## src/rtl/mul_div_pkg.sv

```systemverilog
// ---------------------------------------------------------------------------
// mul_div_pkg
// Shared types and constants for the iterative multiply/divide unit:
//   DEFAULT_WIDTH - default operand/result width
//   op_e          - operation encoding carried on the op port
//   state_e       - sequencer states (IDLE -> PREP -> CALC -> FIX)
//   is_signed / is_div - decode helpers on op_e
// ---------------------------------------------------------------------------
package mul_div_pkg;

    localparam int DEFAULT_WIDTH = 32;

    typedef enum logic [1:0] {
        OP_MULTU = 2'b00,
        OP_DIVU  = 2'b01,
        OP_MULT  = 2'b10,
        OP_DIV   = 2'b11
    } op_e;

    typedef enum logic [1:0] {
        ST_IDLE = 2'b00,
        ST_PREP = 2'b01,
        ST_CALC = 2'b10,
        ST_FIX  = 2'b11
    } state_e;

    // Bit 1 of the op encoding selects two's-complement operands.
    function automatic logic is_signed(input op_e op);
        return op[1];
    endfunction

    // Bit 0 of the op encoding selects divide over multiply.
    function automatic logic is_div(input op_e op);
        return op[0];
    endfunction

endpackage

```

## src/rtl/mul_div_unit_if.sv

```systemverilog
// ---------------------------------------------------------------------------
// mul_div_unit_if
// Request/result bundle of mul_div_unit.
//   master: drives start, op, in1, in2; observes busy, done, lo, hi, dbz,
//           ovf, z
//   slave : the unit itself (mirror directions)
// ---------------------------------------------------------------------------
interface mul_div_unit_if #(
    parameter int WIDTH = mul_div_pkg::DEFAULT_WIDTH
);
    logic             start;
    logic [1:0]       op;
    logic [WIDTH-1:0] in1;
    logic [WIDTH-1:0] in2;
    logic             busy;
    logic             done;
    logic [WIDTH-1:0] lo;
    logic [WIDTH-1:0] hi;
    logic             dbz;
    logic             ovf;
    logic             z;

    modport master (
        output start, op, in1, in2,
        input  busy, done, lo, hi, dbz, ovf, z
    );

    modport slave (
        input  start, op, in1, in2,
        output busy, done, lo, hi, dbz, ovf, z
    );
endinterface

```

## src/rtl/mul_div_negate.sv

```systemverilog
// ---------------------------------------------------------------------------
// mul_div_negate
// Conditional two's-complement negate.
//   a_i   - value in
//   neg_i - 1: y_o = -a_i, 0: y_o = a_i
//   y_o   - value out
// ---------------------------------------------------------------------------
module mul_div_negate #(
    parameter int WIDTH = 32
) (
    input  logic [WIDTH-1:0] a_i,
    input  logic             neg_i,
    output logic [WIDTH-1:0] y_o
);

    // Invert-and-increment when negation is requested, otherwise pass through.
    always_comb begin
        if (neg_i) begin
            y_o = ~a_i + {{(WIDTH-1){1'b0}}, 1'b1};
        end else begin
            y_o = a_i;
        end
    end

endmodule

```

## src/rtl/mul_div_unit.sv

```systemverilog
// ---------------------------------------------------------------------------
// mul_div_unit
// Iterative MULTU/MULT/DIVU/DIV unit, one shift-add or restoring-subtract
// step per cycle. Operands are captured on the accepting edge, reduced to
// magnitudes in PREP, iterated WIDTH times in CALC and sign-corrected in FIX.
//   clk  - sole clock, rising edge
//   rst  - asynchronous, active-high reset
//   bus  - mul_div_unit_if.slave: start/op/in1/in2 in; busy/done/lo/hi/
//          dbz/ovf/z out (all outputs registered)
// Build option: define MUL_DIV_UNIT_DIV_EN to include the divide datapath.
// Without it, ops DIVU/DIV finish two edges after acceptance with lo=hi=0,
// ovf=1, dbz=0.
// ---------------------------------------------------------------------------
module mul_div_unit
    import mul_div_pkg::*;
#(
    parameter int WIDTH = DEFAULT_WIDTH
) (
    input  logic          clk,
    input  logic          rst,
    mul_div_unit_if.slave bus
);

    localparam int               CNT_W    = $clog2(WIDTH) + 1;
    localparam logic [CNT_W-1:0] CNT_LAST = CNT_W'(WIDTH - 1);
    localparam logic [WIDTH-1:0] ZERO_W   = {WIDTH{1'b0}};

    state_e             state_q, state_d;
    logic               busy_q, busy_d;
    logic               done_q, done_d;
    logic [WIDTH-1:0]   lo_q, lo_d;
    logic [WIDTH-1:0]   hi_q, hi_d;
    logic               dbz_q, dbz_d;
    logic               ovf_q, ovf_d;
    logic               z_q, z_d;
    op_e                op_q, op_d;
    logic [WIDTH-1:0]   a_q, a_d;        // captured in1
    logic [WIDTH-1:0]   b_q, b_d;        // captured in2
    logic [WIDTH-1:0]   m_q, m_d;        // multiplicand or divisor magnitude
    logic [WIDTH-1:0]   p_hi_q, p_hi_d;  // product high / partial remainder
    logic [WIDTH-1:0]   p_lo_q, p_lo_d;  // multiplier bits / quotient bits
    logic [CNT_W-1:0]   cnt_q, cnt_d;
    logic               neg_res_q, neg_res_d;

    logic [WIDTH-1:0]   mag_a_s;
    logic [WIDTH-1:0]   mag_b_s;
    logic [2*WIDTH-1:0] prod_fix_s;
    logic [WIDTH:0]     mul_sum_s;

    mul_div_negate #(.WIDTH(WIDTH)) u_neg_a (
        .a_i   (a_q),
        .neg_i (is_signed(op_q) && a_q[WIDTH-1]),
        .y_o   (mag_a_s)
    );

    mul_div_negate #(.WIDTH(WIDTH)) u_neg_b (
        .a_i   (b_q),
        .neg_i (is_signed(op_q) && b_q[WIDTH-1]),
        .y_o   (mag_b_s)
    );

    mul_div_negate #(.WIDTH(2*WIDTH)) u_neg_prod (
        .a_i   ({p_hi_q, p_lo_q}),
        .neg_i (neg_res_q),
        .y_o   (prod_fix_s)
    );

    // Add the multiplicand into the high half when the current multiplier
    // bit is set; the extra bit carries into the right shift.
    assign mul_sum_s = {1'b0, p_hi_q} + (p_lo_q[0] ? {1'b0, m_q} : {(WIDTH+1){1'b0}});

`ifdef MUL_DIV_UNIT_DIV_EN
    localparam logic [WIDTH-1:0] MOST_NEG = {1'b1, {(WIDTH-1){1'b0}}};

    logic               neg_rem_q, neg_rem_d;
    logic [WIDTH-1:0]   quo_fix_s;
    logic [WIDTH-1:0]   rem_fix_s;
    logic [WIDTH:0]     div_trial_s;

    mul_div_negate #(.WIDTH(WIDTH)) u_neg_quo (
        .a_i   (p_lo_q),
        .neg_i (neg_res_q),
        .y_o   (quo_fix_s)
    );

    mul_div_negate #(.WIDTH(WIDTH)) u_neg_rem (
        .a_i   (p_hi_q),
        .neg_i (neg_rem_q),
        .y_o   (rem_fix_s)
    );

    // Shift the next dividend bit into the remainder and trial-subtract;
    // the top bit set means the divisor did not fit (restore).
    assign div_trial_s = {p_hi_q, p_lo_q[WIDTH-1]} - {1'b0, m_q};
`endif

    // Next-state and datapath control for the IDLE/PREP/CALC/FIX sequencer.
    always_comb begin
        state_d   = state_q;
        busy_d    = busy_q;
        done_d    = 1'b0;
        lo_d      = lo_q;
        hi_d      = hi_q;
        dbz_d     = dbz_q;
        ovf_d     = ovf_q;
        z_d       = z_q;
        op_d      = op_q;
        a_d       = a_q;
        b_d       = b_q;
        m_d       = m_q;
        p_hi_d    = p_hi_q;
        p_lo_d    = p_lo_q;
        cnt_d     = cnt_q;
        neg_res_d = neg_res_q;
`ifdef MUL_DIV_UNIT_DIV_EN
        neg_rem_d = neg_rem_q;
`endif
        case (state_q)
            ST_IDLE: begin
                if (busy_q) begin
                    // Early exit from PREP lands here with busy still set so
                    // that done appears one edge later than the exit itself.
                    busy_d = 1'b0;
                    done_d = 1'b1;
                    lo_d   = ZERO_W;
                    hi_d   = ZERO_W;
                    z_d    = 1'b1;
`ifdef MUL_DIV_UNIT_DIV_EN
                    dbz_d  = 1'b1;
                    ovf_d  = 1'b0;
`else
                    dbz_d  = 1'b0;
                    ovf_d  = 1'b1;
`endif
                end else if (bus.start) begin
                    state_d = ST_PREP;
                    busy_d  = 1'b1;
                    op_d    = op_e'(bus.op);
                    a_d     = bus.in1;
                    b_d     = bus.in2;
                end else begin
                    state_d = ST_IDLE;
                end
            end
            ST_PREP: begin
                neg_res_d = is_signed(op_q) && (a_q[WIDTH-1] ^ b_q[WIDTH-1]);
`ifdef MUL_DIV_UNIT_DIV_EN
                neg_rem_d = is_signed(op_q) && a_q[WIDTH-1];
`endif
                cnt_d     = {CNT_W{1'b0}};
                p_hi_d    = ZERO_W;
                if (is_div(op_q)) begin
`ifdef MUL_DIV_UNIT_DIV_EN
                    if (b_q == ZERO_W) begin
                        state_d = ST_IDLE;
                    end else begin
                        state_d = ST_CALC;
                        m_d     = mag_b_s;
                        p_lo_d  = mag_a_s;
                    end
`else
                    state_d = ST_IDLE;
`endif
                end else begin
                    state_d = ST_CALC;
                    m_d     = mag_a_s;
                    p_lo_d  = mag_b_s;
                end
            end
            ST_CALC: begin
                cnt_d = cnt_q + {{(CNT_W-1){1'b0}}, 1'b1};
                if (cnt_q == CNT_LAST) begin
                    state_d = ST_FIX;
                end else begin
                    state_d = ST_CALC;
                end
`ifdef MUL_DIV_UNIT_DIV_EN
                if (is_div(op_q)) begin
                    if (!div_trial_s[WIDTH]) begin
                        p_hi_d = div_trial_s[WIDTH-1:0];
                        p_lo_d = {p_lo_q[WIDTH-2:0], 1'b1};
                    end else begin
                        p_hi_d = {p_hi_q[WIDTH-2:0], p_lo_q[WIDTH-1]};
                        p_lo_d = {p_lo_q[WIDTH-2:0], 1'b0};
                    end
                end else begin
                    p_hi_d = mul_sum_s[WIDTH:1];
                    p_lo_d = {mul_sum_s[0], p_lo_q[WIDTH-1:1]};
                end
`else
                p_hi_d = mul_sum_s[WIDTH:1];
                p_lo_d = {mul_sum_s[0], p_lo_q[WIDTH-1:1]};
`endif
            end
            ST_FIX: begin
                state_d = ST_IDLE;
                busy_d  = 1'b0;
                done_d  = 1'b1;
                dbz_d   = 1'b0;
`ifdef MUL_DIV_UNIT_DIV_EN
                if (is_div(op_q)) begin
                    lo_d  = quo_fix_s;
                    hi_d  = rem_fix_s;
                    // Magnitude divide already yields MOST_NEG / 0 here;
                    // only the flag needs raising.
                    ovf_d = (op_q == OP_DIV) && (a_q == MOST_NEG) && (b_q == {WIDTH{1'b1}});
                end else begin
                    {hi_d, lo_d} = prod_fix_s;
                    ovf_d        = 1'b0;
                end
`else
                {hi_d, lo_d} = prod_fix_s;
                ovf_d        = 1'b0;
`endif
                z_d = (hi_d == ZERO_W) && (lo_d == ZERO_W);
            end
            default: begin
                state_d = ST_IDLE;
                busy_d  = 1'b0;
            end
        endcase
    end

    // State and datapath registers with asynchronous reset.
    always_ff @(posedge clk or posedge rst) begin
        if (rst) begin
            state_q   <= ST_IDLE;
            busy_q    <= 1'b0;
            done_q    <= 1'b0;
            lo_q      <= {WIDTH{1'b0}};
            hi_q      <= {WIDTH{1'b0}};
            dbz_q     <= 1'b0;
            ovf_q     <= 1'b0;
            z_q       <= 1'b1;
            op_q      <= OP_MULTU;
            a_q       <= {WIDTH{1'b0}};
            b_q       <= {WIDTH{1'b0}};
            m_q       <= {WIDTH{1'b0}};
            p_hi_q    <= {WIDTH{1'b0}};
            p_lo_q    <= {WIDTH{1'b0}};
            cnt_q     <= {CNT_W{1'b0}};
            neg_res_q <= 1'b0;
`ifdef MUL_DIV_UNIT_DIV_EN
            neg_rem_q <= 1'b0;
`endif
        end else begin
            state_q   <= state_d;
            busy_q    <= busy_d;
            done_q    <= done_d;
            lo_q      <= lo_d;
            hi_q      <= hi_d;
            dbz_q     <= dbz_d;
            ovf_q     <= ovf_d;
            z_q       <= z_d;
            op_q      <= op_d;
            a_q       <= a_d;
            b_q       <= b_d;
            m_q       <= m_d;
            p_hi_q    <= p_hi_d;
            p_lo_q    <= p_lo_d;
            cnt_q     <= cnt_d;
            neg_res_q <= neg_res_d;
`ifdef MUL_DIV_UNIT_DIV_EN
            neg_rem_q <= neg_rem_d;
`endif
        end
    end

    assign bus.busy = busy_q;
    assign bus.done = done_q;
    assign bus.lo   = lo_q;
    assign bus.hi   = hi_q;
    assign bus.dbz  = dbz_q;
    assign bus.ovf  = ovf_q;
    assign bus.z    = z_q;

endmodule

```

## src/flat_wrapper.sv

```systemverilog
// flat-port wrapper written by rule: the top's interface ports become plain ports
module mul_div_unit_flat import mul_div_pkg::*;
#(
    parameter int WIDTH = DEFAULT_WIDTH
)
  (clk, rst, bus_start, bus_op, bus_in1, bus_in2, bus_busy, bus_done, bus_lo, bus_hi, bus_dbz, bus_ovf, bus_z);
  mul_div_unit_if #(.WIDTH(WIDTH)) bus_i ();
  input  logic clk;
  input  logic rst;
  input wire logic [$bits(bus_i.start)-1:0] bus_start;
  input wire logic [$bits(bus_i.op)-1:0] bus_op;
  input wire logic [$bits(bus_i.in1)-1:0] bus_in1;
  input wire logic [$bits(bus_i.in2)-1:0] bus_in2;
  output wire logic [$bits(bus_i.busy)-1:0] bus_busy;
  output wire logic [$bits(bus_i.done)-1:0] bus_done;
  output wire logic [$bits(bus_i.lo)-1:0] bus_lo;
  output wire logic [$bits(bus_i.hi)-1:0] bus_hi;
  output wire logic [$bits(bus_i.dbz)-1:0] bus_dbz;
  output wire logic [$bits(bus_i.ovf)-1:0] bus_ovf;
  output wire logic [$bits(bus_i.z)-1:0] bus_z;
  assign bus_i.start = bus_start;
  assign bus_i.op = bus_op;
  assign bus_i.in1 = bus_in1;
  assign bus_i.in2 = bus_in2;
  assign bus_busy = bus_i.busy;
  assign bus_done = bus_i.done;
  assign bus_lo = bus_i.lo;
  assign bus_hi = bus_i.hi;
  assign bus_dbz = bus_i.dbz;
  assign bus_ovf = bus_i.ovf;
  assign bus_z = bus_i.z;
  mul_div_unit #(.WIDTH(WIDTH)) u_core (.clk(clk), .rst(rst), .bus(bus_i));
endmodule
```

## config.mk

```make
export PLATFORM = sky130hd
export DESIGN_NAME = mul_div_unit_flat
export DESIGN_NICKNAME = d
export VERILOG_FILES = /design/src/rtl/mul_div_pkg.sv /design/src/rtl/mul_div_unit_if.sv /design/src/rtl/mul_div_negate.sv /design/src/rtl/mul_div_unit.sv /design/src/flat_wrapper.sv
export SDC_FILE = /design/constraint.sdc
export NUM_CORES = 1
export LEC_CHECK = 0
export ABC_CLOCK_PERIOD_IN_PS = 12200
export CORE_MARGIN = 1.5
export CORE_UTILIZATION = 40
export CTS_CLUSTER_DIAMETER = 60
export CTS_CLUSTER_SIZE = 16
export DETAILED_ROUTE_END_ITERATION = 10
export PLACE_DENSITY_LB_ADDON = 0.2
export REMOVE_ABC_BUFFERS = 1
export SLEW_MARGIN = 20
export SYNTH_ARGS = -nofsm -noshare
export SYNTH_HDL_FRONTEND = slang
export SYNTH_SLANG_ARGS = --single-unit
```

## constraint.sdc

```tcl
create_clock -name clk -period 12.2 [get_ports clk]
set_input_delay 3.66 -clock clk [delete_from_list [all_inputs] [get_ports clk]]
set_output_delay 3.66 -clock clk [all_outputs]
set_load 0.02 [all_outputs]
```

==> results of run 1 <==
==> stage by stage <==
stage	cells	util, %	setup slack [ns]	instance area, µm²
floorplan	1491	-	1.982	13990
global placement	2097	45.16	6.295	16030
detailed placement	2097	45.16	6.283	16030
CTS	2143	47.80	6.705	16960
global route	2143	47.82	6.627	16970
finish	2143	47.82	6.732	16970
==> area by class of cell <==
class / instances / area (µm²) / area share (%)
inverter: 35 / 138.9 / 0.8186
clock inverter: 16 / 231.5 / 1.364
multi-input combinational: 1217 / 7898 / 46.55
tap: 461 / 576.8 / 3.400
clock buffer: 30 / 705.7 / 4.159
timing repair buffer: 145 / 1433 / 8.444
sequential: 239 / 5983 / 35.27
==> flip-flops by register name, indices dropped and copies added, names as in the netlist, named ones only <==
register          count
u_core.state_q        1
u_core.cnt_q          6
u_core.bus.lo        32
u_core.bus.busy       1
u_core.neg_res_q      1
u_core.p_lo_q        32
u_core.bus.ovf        1
u_core.a_q           32
u_core.bus.hi        32
u_core.op_q           2
u_core.b_q           32
u_core.p_hi_q        32
u_core.bus.z          1
u_core.bus.done       1
u_core.m_q           32
==> power by group <==
group	switching, mW	total [mW]	internal, mW
Sequential	0.365	1.44	1.07
Combinational	1.03	1.78	0.755
Clock	0.357	0.848	0.491
==> tightest hold or removal path: stages, from the launching register on <==
cell and delay [ns]:
dfrtp_1 0.34, nand2_1 0.04, o21ai_0 0.05
==> worst paths after layout <==
check,start,endpoint,slack [ns]
worst max-delay path,u_core.bus.busy$_DFFE_PP0P_,bus_busy,6.73
worst min-delay path,u_core.m_q[7]$_DFFE_PP0P_,u_core.m_q[7]$_DFFE_PP0P_,0.47
worst max register to register,u_core.p_lo_q[0]$_DFFE_PP0P_,u_core.bus.z$_DFFE_PP1P_,7.56
worst min register to register,u_core.m_q[7]$_DFFE_PP0P_,u_core.m_q[7]$_DFFE_PP0P_,0.47
max in group asynchronous,rst,u_core.cnt_q[4]$_DFFE_PP0P_,7.20
min in group asynchronous,rst,u_core.b_q[19]$_DFFE_PP0P_,3.62
==> cell usage in the layout (no fill, tap or decap), drive strengths merged, types with 22 or more instances in the layout <==
cell / synthesis / routed
o31ai: 29 / 29
mux2: 68 / 68
xor2: 82 / 82
xnor2: 55 / 55
ha: 40 / 40
nand3: 31 / 31
dfrtp: 238 / 238
inv: 34 / 40
a21oi: 82 / 82
clkbuf: 84 / 30
nand4: 22 / 22
clkdlybuf4s50: 0 / 136
nor2: 94 / 94
nand2: 207 / 207
o21ai: 193 / 193
nor3: 25 / 25
or3: 31 / 31
and2: 38 / 38
==> metal layers <==
| metal | global-route usage, % | up-vias |
|---|---|---|
| li1 | - | 5852 |
| met5 | 0 | - |
| met4 | 5.158 | 0 |
| met3 | 2.637 | 41 |
| met2 | 29.46 | 286 |
| met1 | 31.52 | 5555 |
==> logic make-up (layout without fill, tap and decap cells) <==
| kind of cell | Yosys count | after routing | share of synthesized area [%] |
|---|---|---|---|
| buffers and inverters | 136 | 226 | 3.704 |
| and+or+nand+nor | 527 | 527 | 18.02 |
| xor gates and xnor gates | 137 | 137 | 8.338 |
| DFF | 239 | 239 | 41.57 |
| muxes | 74 | 74 | 5.739 |
| other | 1 | 1 | 0.02606 |
| AOI/OAI and AO/OA | 437 | 437 | 18.99 |
| adders and majority gates | 41 | 41 | 3.617 |
==> run_results.csv, run 1 <==
group,metric,value,unit
worst_setup_path,critical_path_cell_count,1,
finish,fillCellCount,3381,
timing,hold_viol_final,0,
hold_path,worstHoldPathCells,2,
clock_tree,clkTransAtPathRegs,0.07,ns
route,wl_per_cell,17.26,µm
finish,drive_above_1_share,9.215,%
yosys,synth-main-ff-cell,"dfrtp_1",
timing,slew_headroom,24.21,%
grt,grt_max_degree,101,
worst_setup_path,slowest_stage,"clkdlybuf4s50_1",
floorplanning,fp.dieH,192.7,µm
timing,setup_violations,0,
yosys,yosysUniqueCellTypes,82,
floorplanning,start_util,40.56,%
worst_setup_path,arrival,1.81,ns
clock_tree,cts_resized,0,
clock_tree,ctsHoldBuffers,0,
yosys,synth_most_common_cell,"dfrtp_1",
yosys,syn_inst,1592,
clock_tree,worstSkewPairLatency,0.55,ns
yosys,synth_top_area_share,41.39,%
grt,antenna_found_initial,0,
route,wirelength,37.00,mm
place,portBuffers,136,
yosys,synth_common_cells,"238 x dfrtp_1, 207 x nand2_1, 192 x o21ai_0",
worst_setup_path,critPathMaxFanout,10,
clock_tree,cts_tree,"done",
yosys,async_flop_share,100.0,%
timing,fin_hold_ws,0.4705,ns
route,first_pass_iters,5,
timing,fin_crit_sh,44.82,%
route,wl_met1,19.21,mm
route,drc,0,
floorplanning,chipWidth,192.7,µm
floorplanning,num_rows,69,
worst_setup_path,critPathRequiredTime,8.54,ns
yosys,synth_area_per_cell,9.039,µm²
grt,grt_pass1_wl,60.51,mm
route,topRoutingLayerUsed,"met4",
route,met2_length,15.07,mm
floorplanning,die-area,37120,µm²
worst_setup_path,slowest_delay,0.71,ns
yosys,yosys-top-cells-area,"dfrtp_1 41%, o21ai_0 6.7%, nand2_1 5.4%",
finish,final_nets,1774,
timing,tightestPinTransition,1.136,ns
worst_setup_path,end_kind,"output pin",
grt,grt_use_total,20.32,%
timing,rsz0062_at_grt,"false",
power_and_ir_drop,power.leakage,7.113,nW
worst_setup_path,start_kind,"flop",
yosys,synth_edf_count,0,
yosys,synth_top_area_cell,"dfrtp_1",
clock_tree,cts_max_level,1,
yosys,ys_ff_latch,239,
run_status,outcome,"finished clean",
worst_setup_path,crit_type,"flop to output pin",
finish,syn_to_final_growth,17.90,%
floorplanning,io_pins,138,
place,hpwl,27.40,mm
clock_tree,root_buffer,"clkbuf_16",
worst_setup_path,path_buf_inv,1,
floorplanning,core,35480,µm²
route,first_iter_violations,932,
route,viasPerCell,5.476,
clock_tree,cts_sinks,239,
clock_tree,cts_made_buffers,26,
run,max_cap_viol_count,0,
hold_path,hp-class,"flop to flop",
yosys,ys_seq_area_share,41.57,%
yosys,ys_warn_count,0,
worst_setup_path,crit_family,"buffers and inverters",
power_and_ir_drop,p_total,4.071,mW
grt,grt-ovfl-total,0,
route,final_antenna_net_count,0,
worst_setup_path,r2r_cells,11,
worst_setup_path,crit_chain,"clkdlybuf4s50_1",
power_and_ir_drop,peakVddDrop,0.0001578,V
clock_tree,cts_setup_buffers,0,
power_and_ir_drop,p_per_area,240.0,nW/µm²
route,met3_length,1.947,mm
clock_tree,cts_buffer_depth,3,
timing,fmax,182.9,MHz
timing,setup_tns,0,ns
route,vias,11730,
timing,finalClockSkew,0.02258,ns
timing,layout_min_cycle_time,5.468,ns
finish,diodes,0,
grt,grt_pass1_vias,11060,
timing,final_max_slew_viol_count,0,
place,gp_congestion,0.8965,
yosys,syn_area,14390,µm²
(Power assumes the default switching activity.)
==> run 2: changes to the inputs <==
Settings changed: ABC_CLOCK_PERIOD_IN_PS 12200 to 5600.
Clock period 12.2 ns to 5.6 ns, I/O delays scaled along.
==> run 2 against run 1 <==
Largest cell class unchanged; first-iteration DRC count decreased by 16%; sequential power increased by 120%; flip-flop and latch count unchanged; final cell count increased by 0.19%; critical path type is now flop to flop; total power increased by 120%; sequential share of layout area about the same; critical path depth increased by 8; worst setup slack got worse by 5.4 ns; clock skew decreased by 0.0073 ns; die area unchanged; largest power group unchanged; global-route usage increased by 0.40 points; wire length increased by 2.9%.
==> run_results.csv, run 2 (synthesis gave the netlist of run 1 again) <==
group,metric,value,unit
timing,finalClockSkew,0.01531,ns
floorplanning,chipWidth,192.7,µm
run,max_cap_viol_count,0,
route,wirelength,38.07,mm
route,first_iter_violations,780,
hold_path,hp-class,"flop to flop",
clock_tree,clkTransAtPathRegs,0.07,ns
finish,final_nets,1777,
timing,rsz0062_at_grt,"false",
timing,slew_headroom,34.71,%
timing,hold_viol_final,0,
timing,layout_min_cycle_time,4.226,ns
worst_setup_path,critPathMaxFanout,37,
floorplanning,start_util,40.56,%
clock_tree,cts_sinks,239,
worst_setup_path,r2r_cells,9,
worst_setup_path,critPathRequiredTime,6.06,ns
clock_tree,root_buffer,"clkbuf_16",
place,placedCellCount,2101,
hold_path,worstHoldPathCells,2,
grt,grt_pass1_wl,61.29,mm
timing,final_max_slew_viol_count,0,
grt,grt_use_total,20.72,%
timing,fin_crit_sh,75.47,%
power_and_ir_drop,p_total,8.870,mW
clock_tree,cts_made_buffers,25,
clock_tree,cts_buffer_depth,3,
worst_setup_path,r2r_slack,1.37,ns
finish,layout_common_cells,"237 x dfrtp_1, 206 x nand2_1, 192 x o21ai_0, 136 x clkdlybuf4s50_1, 93 x nor2_1",
power_and_ir_drop,peakVddDrop,0.0003051,V
clock_tree,ctsHoldBuffers,0,
worst_setup_path,crit_type,"flop to flop",
worst_setup_path,start_kind,"flop",
clock_tree,cts_max_level,1,
floorplanning,fp.dieH,192.7,µm
timing,setup_violations,0,
clock_tree,cts_resized,0,
route,wl_per_cell,17.73,µm
place,gp_congestion,0.9192,
timing,tightestPinTransition,0.9793,ns
route,final_antenna_net_count,0,
floorplanning,core,35480,µm²
grt,grt_max_degree,108,
clock_tree,worstSkewPairLatency,0.55,ns
timing,fmax,236.6,MHz
place,hpwl,28.58,mm
worst_setup_path,arrival,4.69,ns
clock_tree,cts_tree,"done",
route,vias,11860,
route,viasPerCell,5.523,
power_and_ir_drop,p_per_area,523.1,nW/µm²
finish,drive_above_1_share,9.253,%
finish,final_common_cell,"dfrtp_1",
run_status,outcome,"finished clean",
finish,fin_cells,2147,
route,first_pass_iters,5,
floorplanning,io_pins,138,
place,portBuffers,136,
power_and_ir_drop,power.leakage,7.106,nW
floorplanning,num_rows,69,
worst_setup_path,end_kind,"flop",
clock_tree,cts_setup_buffers,0,
floorplanning,die-area,37120,µm²
route,drc,0,
grt,antenna_found_initial,0,
finish,diodes,0,
grt,grt-ovfl-total,0,
grt,grt_pass1_vias,11060,
finish,syn_to_final_growth,17.83,%
==> run 2: metal layers <==
metal / wire (µm) / track usage [%]
met4: 771 / 5.009
met3: 2215 / 2.764
met5: 0 / 0
met2: 15710 / 30.01
met1: 19370 / 32.18
==> run 2: final timing paths <==
check                                                   to                    startpoint
worst max register to register    u_core.bus.z$_DFFE_PP1P_  u_core.p_lo_q[0]$_DFFE_PP0P_
worst max-delay path              u_core.bus.z$_DFFE_PP1P_  u_core.p_lo_q[0]$_DFFE_PP0P_
worst min register to register  u_core.m_q[16]$_DFFE_PP0P_    u_core.m_q[16]$_DFFE_PP0P_
worst min-delay path            u_core.m_q[16]$_DFFE_PP0P_    u_core.m_q[16]$_DFFE_PP0P_
min in group asynchronous        u_core.b_q[5]$_DFFE_PP0P_                           rst
max in group asynchronous       u_core.a_q[20]$_DFFE_PP0P_                           rst
==> run 2: worst max-delay path: stages, from the launching register on <==
cell and delay (ns):
dfrtp_1 0.73, nor3_1 0.57, nand3_1 0.44, nor4_1 0.93, nand3_1 0.32, nand2_1 0.20, a32oi_1 0.09, a2111oi_2 0.39
nand4_1 0.18, o32ai_2 0.29
==> run 2: metrics by stage <==
step / TNS, ns / worst slack (ns) / utilization, % / cell area [µm²] / hold slack, ns
2_1_floorplan: -628.65 / -2.638 / - / 13990 / 0.4418
3_3_place_gp: 0 / 1.560 / 45.28 / 16070 / 0.4566
4_1_cts: 0 / 1.403 / 47.79 / 16960 / 0.4798
3_5_place_dp: 0 / 1.413 / 45.28 / 16070 / 0.4654
6_report: 0 / 1.374 / 47.79 / 16960 / 0.4706
5_1_grt: 0 / 0.9915 / 47.79 / 16960 / 0.5098
==> run 2: cell type report <==
cell class                      count  area (µm²)
Multi-Input combinational cell   1217        7898
Fill cell                        3400       18530
Timing Repair Buffer              149        1471
Inverter                           35       138.9
Clock buffer                       30       664.4
Sequential cell                   239        5983
Clock inverter                     16       224.0
Tap cell                          461       576.8
==> run 2: power by group <==
group,leakage (nW),switching [mW],total (mW),internal (mW)
clock network,0.432,0.751,1.80,1.05
registers,3.07,0.831,3.17,2.34
logic,3.60,2.24,3.90,1.66
